File: src/rtl/pcm_pkg.sv
// Shared constants and types for the PCM playback path.
// Field offsets describe the packed stereo FIFO word.
package pcm_pkg;

    localparam int SAMPLE_W = 16;
    localparam int CNT_W    = 10;

    localparam int L_MSB = 31;
    localparam int L_LSB = 16;
    localparam int R_MSB = 15;
    localparam int R_LSB = 0;

    localparam int MIN_DIV = 2;

    typedef enum logic [1:0] {
        IDLE,
        POP,
        LATCH
    } state_t;

endpackage

File: src/rtl/pcm_rate_div.sv
// Sample-period divider: counts down while enabled, ticks at zero.
// The reload value is clamped so a period is never shorter than a fetch.
module pcm_rate_div #(
    parameter int DIV_W = 16
) (
    input  logic             clk,
    input  logic             reset,
    input  logic             enable,
    input  logic [DIV_W-1:0] rate_div,
    output logic             tick
);
    import pcm_pkg::*;

    logic [DIV_W-1:0] q_div;
    logic [DIV_W-1:0] reload;

    assign reload = (rate_div < DIV_W'(MIN_DIV)) ? DIV_W'(MIN_DIV) : rate_div;
    assign tick   = enable && (q_div == '0);

    // rate_div is only sampled on reload, so changes land at the next period
    always_ff @(posedge clk or posedge reset) begin
        if (reset) begin
            q_div <= '0;
        end else if (!enable || tick) begin
            q_div <= reload;
        end else begin
            q_div <= q_div - 1'b1;
        end
    end

endmodule

File: src/rtl/pcm_player.sv
// PCM FIFO consumer: pops one stereo word per sample period and
// presents it to the DAC path, flagging underrun and low-water.
module pcm_player #(
    parameter int SAMPLE_W      = pcm_pkg::SAMPLE_W,
    parameter int DIV_W         = 16,
    parameter int CNT_W         = pcm_pkg::CNT_W,
    parameter int UNDERRUN_ZERO = 0
) (
    input  logic                  clk,
    input  logic                  reset,
    input  logic                  enable,
    input  logic [DIV_W-1:0]      rate_div,
    input  logic [2*SAMPLE_W-1:0] fifo_rddata,
    input  logic                  fifo_empty,
    input  logic [CNT_W-1:0]      fifo_count,
    output logic                  fifo_rd_en,
    input  logic [CNT_W-1:0]      irq_level,
    input  logic                  underrun_clr,
    output logic [SAMPLE_W-1:0]   sample_l,
    output logic [SAMPLE_W-1:0]   sample_r,
    output logic                  sample_strobe,
    output logic                  underrun,
    output logic                  irq
);
    import pcm_pkg::*;

    state_t     state;
    state_t     state_nx;
    logic       tick;
    logic       set_ur;
    logic [1:0] ur_pipe;

    pcm_rate_div #(
        .DIV_W(DIV_W)
    ) u_div (
        .clk     (clk),
        .reset   (reset),
        .enable  (enable),
        .rate_div(rate_div),
        .tick    (tick)
    );

    always_ff @(posedge clk or posedge reset) begin
        if (reset) begin
            state <= IDLE;
        end else begin
            state <= state_nx;
        end
    end

    always_comb begin
        state_nx = state;
        unique case (state)
            IDLE:    if (tick && !fifo_empty) state_nx = POP;
            POP:     state_nx = LATCH;
            LATCH:   state_nx = IDLE;
            default: state_nx = IDLE;
        endcase
    end

    assign set_ur = (state == IDLE) && tick && fifo_empty;

    // Underrun ticks ride a two-stage delay so the strobe keeps the
    // same T+3 cadence as a real fetch.
    always_ff @(posedge clk or posedge reset) begin
        if (reset) begin
            fifo_rd_en    <= 1'b0;
            ur_pipe       <= '0;
            sample_strobe <= 1'b0;
            sample_l      <= '0;
            sample_r      <= '0;
            underrun      <= 1'b0;
            irq           <= 1'b0;
        end else begin
            fifo_rd_en    <= (state_nx == POP);
            ur_pipe       <= {ur_pipe[0], set_ur};
            sample_strobe <= (state == LATCH) || ur_pipe[1];
            if (state == LATCH) begin
                sample_l <= fifo_rddata[L_MSB:L_LSB];
                sample_r <= fifo_rddata[R_MSB:R_LSB];
            end else if (ur_pipe[1] && (UNDERRUN_ZERO != 0)) begin
                sample_l <= '0;
                sample_r <= '0;
            end
            if (set_ur) begin
                underrun <= 1'b1;
            end else if (underrun_clr) begin
                underrun <= 1'b0;
            end
            irq <= enable && (fifo_count < irq_level);
        end
    end

endmodule

File: config.mk
export PLATFORM = sky130hd
export DESIGN_NAME = pcm_player
export DESIGN_NICKNAME = d
export VERILOG_FILES = /design/src/rtl/pcm_pkg.sv /design/src/rtl/pcm_rate_div.sv /design/src/rtl/pcm_player.sv
export SDC_FILE = /design/constraint.sdc
export NUM_CORES = 1
export LEC_CHECK = 0
export CAP_MARGIN = 40
export CORE_ASPECT_RATIO = 0.9
export CORE_MARGIN = 8
export CORE_UTILIZATION = 35
export DETAILED_ROUTE_END_ITERATION = 10
export GPL_TIMING_DRIVEN = 0
export PLACE_DENSITY = 0.72
export SYNTH_ARGS = -nofsm -noshare
export SYNTH_HDL_FRONTEND = slang
export SYNTH_HIERARCHICAL = 1
export SYNTH_SLANG_ARGS = --single-unit
File: constraint.sdc
create_clock -name clk -period 3.1 [get_ports clk]
set_clock_uncertainty 0.2 [all_clocks]
set_input_delay 0.465 -clock clk [delete_from_list [all_inputs] [get_ports clk]]
set_output_delay 0.465 -clock clk [all_outputs]
set_load 0.005 [all_outputs]
==> results of run 1 <==
[worst max-delay path: cells and delay by family (launching register included)]
kind / cells / cell delay [ps]
AO/OA/AOI/OAI: 1 / 400
adder cells (fa/ha/maj): 1 / 170
buffers and inverters: 2 / 270
flip-flops: 1 / 420
multiplexers: 1 / 300
AND/OR/NAND/NOR: 2 / 540
[power by group]
part	switching, uW	leakage (uW)	total [uW]	internal [uW]
Clock	242	0.0000491	409	167
Combinational	89.2	0.00105	250	161
Sequential	33.1	0.000743	793	760
Total	365	0.00185	1450	1090
[state kept, by name (all words and copies together), names as in the netlist]
name           count
sample_r          16
ur_pipe            2
underrun           1
irq                1
fifo_rd_en         1
sample_strobe      1
u_div/q_div       16
sample_l          16
state              2
[per-layer routing]
layer	vias to the layer above	part of all wire, %	GRT usage, %
met5	-	0	0
met4	0	0.72	3.73
met3	2	5.6	3.26
met2	71	49	20.2
met1	965	45	14.0
li1	974	-	-
[cells in the mapped netlist (2+ instances only)]
master	instances	area share, %
nand4_1	6	1.3
buf_6	2	0.79
mux2i_1	2	0.70
nor4b_1	2	0.62
nor4_1	5	1.1
dfrtp_1	56	49
nand3b_1	2	0.53
buf_12	3	2.1
a21o_1	2	0.53
nand2b_1	3	0.66
nor2b_1	2	0.44
mux2_2	7	2.8
nand2_1	5	0.66
a21oi_1	4	0.70
nor3_1	5	0.88
ha_1	10	4.4
nor2_1	8	1.1
xnor2_1	9	2.8
xor2_1	3	0.92
nand3_1	3	0.53
o21ai_0	3	0.53
inv_1	15	2.0
mux2_4	37	20
[through the flow]
step	power, uW	hold WS [ps]	utilization, %
floorplan	926	131	-
global placement	1050	132	50.9
detailed placement	1060	136	51.3
CTS	1480	159	52.5
global route	1540	171	52.5
finish	1450	155	52.5
[cells by family (layout without fill, tap and decap cells)]
family / after synthesis / after routing / share of synthesized area [%]
xor gates and xnor gates: 12 / 12 / 3.70
buffers and inverters: 21 / 139 / 5.02
and+or+nand+nor: 49 / 49 / 10.7
DFF: 56 / 56 / 49.3
muxes: 46 / 46 / 23.0
adders and majority gates: 10 / 10 / 4.40
AOI/OAI and AO/OA: 16 / 16 / 3.79
[layout make-up]
type                    count  area share [%]
multi-input cells         133            31.1
plain buffers               6            2.07
repair buffers            110            26.7
well taps                  99            2.97
clock buffers               5            1.65
inverters                  15            1.35
clock inverters             3           0.630
flip-flops and latches     56            33.6
[worst paths after layout]
kind	start	end	slack [ps]	cells past startpoint
max	u_div/q_div[0]	u_div/q_div[7]	690	7
min	ur_pipe[0]	ur_pipe[1]	150	0
max reg2reg	u_div/q_div[0]	u_div/q_div[7]	690	7
min reg2reg	ur_pipe[0]	ur_pipe[1]	150	0
max in group asynchronous	reset	u_div/q_div[9]	1910	2
min in group asynchronous	reset	sample_r[15]	310	2
==> results.txt, run 1 <==
final critical-path required period: 2410 ps
FF+latch count, synth: 56
number of buffers inserted by post-CTS setup repair: 0
floorplan row count: 31
arrival time worst endpoint: 2390 ps
number of flops mapped to enable cells by yosys: 0
antenna violations before repair: 0
type of the setup path with the least slack: register to register
DIE WIDTH: 111 um
max incr delay on CP: 420 ps
largest net degree at the start of global routing: 24
leakage power total: 0.00185 uW
Inst Count DP: 419
total count of max-transition violations in the final report: 0
Post-synth ARST share: 100%
combined area of the multi-input logic cells: 1300 sq um
number of distinct library cells after synthesis: 39
number of nets with antenna violations after detailed routing: 0
Resized cells post-CTS: 0
DR iter-0 viols: 80
global route overflow: 0
diodes inserted: 0
maximum VDD drop: 0.000188 V
unrepaired setup endpoints after global routing: no
critical path endpoint category: register
port buffer count: 108
leading cell types in the layout, fill and taps excluded: clkdlybuf4s50_1 (108), dfrtp_1 (56), mux2_4 (37), inv_1 (14), ha_1 (10)
Sum Neg Setup Slack: 0 ps
worst slack at placement: 673 ps
transition time at the pin with the least slew margin: 620 ps
sequential-to-total area share from yosys stat: 49.3%
gate count of the mapped netlist: 210
Worst-path clk slew: 100 ps
number of optimization iterations in the first detailed-route pass: 4
Die Outline Area: 11300 sq um
average routed wire per standard cell: 15.3 um
global-route wire length before repair: 10.8 mm
Critical Path, Cell by Cell: inv_1 -> ha_1 -> nor3b_4 -> nand3_2 -> o31a_1 -> buf_6 -> mux2_4
result of the run: finished clean
number of nets in the layout: 410
Layout fillers: 717
tightest slew margin relative to the limit: 58.7%
sink count of the clock tree: 56
critical-path cell with the highest stage delay: dfrtp_1
largest fanout of any net on the critical path: 10
Synth-to-Final Area Change: 46.9%
achievable frequency: 0.416 GHz
number of levels the H-tree was split into: 2
via count of the first global-routing pass: 2214
most common cell after layout, fill and taps aside: clkdlybuf4s50_1
critical path startpoint category: register
most frequently used flop master after synthesis: dfrtp_1
initial core utilization: 35.7%
sum of net half-perimeters after detailed placement: 5.31 mm
Worst EP required: 3090 ps
routability-driven placement congestion ratio: 0.736
Die Y: 101 um
number of endpoints with negative hold slack in the final report: 0
number of buffers created by CTS: 5
Setup Viol. Count Final: 0
FF+latch area: 1400 sq um
layout cells sized above 1: 20.4%
Vias/cell: 4.71
CTS root buf: clkbuf_8
number of ports placed on the die boundary: 109
core area: 7950 sq um
Max-Cap Viols: 0
TritonCTS clock tree: done
vias post-DR: 2012
Cell Area, Placed: 4080 sq um
final worst path period share: 77.6%
DRC violations left: 0
HP Class: register to register
Mapped Nets: 293
Warnings, synthesis: 6
final instance area: 4170 sq um
wirelength, routed: 6.55 mm
Power Density: 348 nW/um^2
global-route total usage across every layer: 11.7%
Final Non-Filler Cells: 427
slack of the critical path: 694 ps
count of hold buffers inserted by post-cts repair: 0
largest buffer count on any clock path: 2
post-synthesis average cell area: 13.5 sq um
clock latency reported for the late side of the worst-skew pair: 300 ps
area of the mapped netlist: 2840 sq um
No activity file was read; power rests on OpenSTA's default activity.
==> run 2, diff against run 1 <==
- clock period: 3.1 -> 2.24 ns (I/O delays scaled with it)
==> results.txt, run 2 (synthesis results as in run 1) <==
final worst path period share: 91.4% (+14 points)
DIE WIDTH: 111 um (unchanged)
average routed wire per standard cell: 15.4 um (about the same)
vias post-DR: 2024 (+0.60%)
layout cells sized above 1: 21.2% (+0.79 points)
DRC violations left: 0 (unchanged)
sum of internal, switching and leakage power: 2020 uW (+39%)
largest buffer count on any clock path: 2 (unchanged)
arrival time worst endpoint: 2040 ps (-350 ps)
sink count of the clock tree: 56 (unchanged)
sum of net half-perimeters after detailed placement: 5.31 mm (unchanged)
Critical Path, Cell by Cell: inv_1 -> ha_1 -> nor3b_4 -> nand3_2 -> o31a_1 -> buf_6 -> mux2_4
number of levels the H-tree was split into: 2 (unchanged)
origin of the worst setup path: u_div/q_div[0]
worst hold start: ur_pipe[0]
initial core utilization: 35.7% (unchanged)
Cell Area, Placed: 4080 sq um (unchanged)
total count of max-transition violations in the final report: 0 (unchanged)
antenna violations before repair: 0 (unchanged)
Setup Viol. Count Final: 0 (unchanged)
global route overflow: 0 (unchanged)
HP Class: register to register
type of the setup path with the least slack: register to register
achievable frequency: 0.489 GHz (+18%)
Worst-path clk slew: 100 ps (about the same)
diodes inserted: 0 (unchanged)
global-route total usage across every layer: 11.8% (+0.013 points)
Power Density: 481 nW/um^2 (+38%)
tightest hold margin: 155 ps (+0.484 ps)
core area: 7950 sq um (unchanged)
Synth-to-Final Area Change: 47.6%
port buffer count: 108 (unchanged)
Die Y: 101 um (unchanged)
largest fanout of any net on the critical path: 10 (unchanged)
Worst EP required: 2230 ps (-860 ps)
Die Outline Area: 11300 sq um (unchanged)
CTS root buf: clkbuf_8
critical path endpoint category: register
unrepaired setup endpoints after global routing: no
number of buffers created by CTS: 5 (unchanged)
CP Buf/Inv Count: 2 (unchanged)
most common cell after layout, fill and taps aside: clkdlybuf4s50_1
number of endpoints with negative hold slack in the final report: 0 (unchanged)
final critical-path required period: 2050 ps (-359 ps)
largest net degree at the start of global routing: 24 (unchanged)
slack of the critical path: 194 ps (-501 ps)
critical-path cell with the highest stage delay: dfrtp_1
Max-Cap Viols: 0 (unchanged)
number of ports placed on the die boundary: 109 (unchanged)
Vias/cell: 4.72 (+0.13%)
max incr delay on CP: 420 ps (about the same)
transition time at the pin with the least slew margin: 620 ps (+0.481 ps)
leading cell types in the layout, fill and taps excluded: clkdlybuf4s50_1 (108), dfrtp_1 (56), mux2_4 (37), inv_1 (14), ha_1 (10)
critical path startpoint category: register
via count of the first global-routing pass: 2216 (+0.090%)
floorplan row count: 31 (unchanged)
global-route wire length before repair: 10.9 mm (+0.13%)
reg-to-reg critical path startpoint: u_div/q_div[0]
tightest slew margin relative to the limit: 58.6% (about the same)
maximum VDD drop: 0.000261 V (+38%)
largest registers in the final layout: sample_l: 16 flops, sample_r: 16 flops, u_div/q_div: 16 flops
worst slack at placement: -187 ps (-860 ps)
leakage power total: 0.00186 uW (+0.58%)
cell family contributing the most delay on the critical path: flip-flops
number of optimization iterations in the first detailed-route pass: 4 (unchanged)
number of nets with antenna violations after detailed routing: 0 (unchanged)
result of the run: finished clean
TritonCTS clock tree: done
final instance area: 4190 sq um (+0.51%)
DR iter-0 viols: 71 (-11%)
routability-driven placement congestion ratio: 0.736 (unchanged)
number of nets in the layout: 412 (+0.49%)
wirelength, routed: 6.59 mm (+0.55%)
clock latency reported for the late side of the worst-skew pair: 300 ps (about the same)
==> run 2: what timing repair did <==
action                     in CTS  in global routing
pin swaps                       0                  1
setup buffers                   1                  1
resized for setup               0                  1
hold buffers                    0                  0
setup endpoints to repair      11                  8
==> run 2: final timing paths <==
kind | endpoint | slack (ps) | cells past startpoint
max | u_div/q_div[7] | 190 | 7
min | ur_pipe[1] | 160 | 0
max reg2reg | u_div/q_div[7] | 190 | 7
min reg2reg | ur_pipe[1] | 160 | 0
max in group asynchronous | u_div/q_div[9] | 1190 | 2
min in group asynchronous | sample_r[15] | 180 | 2
==> run 2: metal layers <==
layer  track usage, %  vias to the layer above  routed length [um]
met2             20.3                       71                3220
met5                0                        -                   0
met1             14.0                      971                2950
met3             3.26                        2                 372
met4             3.73                        0                  47
li1                 -                      980                   -
==> run 2: power by group <==
part | total (uW) | internal, uW | switching [uW]
logic | 350 | 226 | 124
registers | 1100 | 1050 | 47.0
clock network | 570 | 231 | 339
total | 2020 | 1510 | 510
==> run 2: worst reg2reg max path: stages (launching register included) <==
cell and delay, ps:
dfrtp_1 420, inv_1 70, ha_1 170, nor3b_4 220
nand3_2 110, o31a_1 280, buf_6 170, mux2_4 300
==> run 2: per-stage QoR <==
step | setup TNS (ps) | instances | utilization, %
after detailed placement | -1440 | 419 | 51.3
after CTS | 0 | 428 | 52.6
after global placement | -6660 | 417 | 50.9
after global routing | 0 | 429 | 52.7
final | 0 | 429 | 52.7
after floorplan | 0 | 210 | -
==> run 2: layout make-up <==
class | count | area [sq um]
tap | 99 | 124
buffer | 6 | 86.3
inverter | 15 | 56.3
multi-input combinational | 133 | 1300
timing repair buffer | 112 | 1130
sequential | 56 | 1400
clock inverter | 3 | 26.3
fill | 715 | 3760
clock buffer | 5 | 68.8
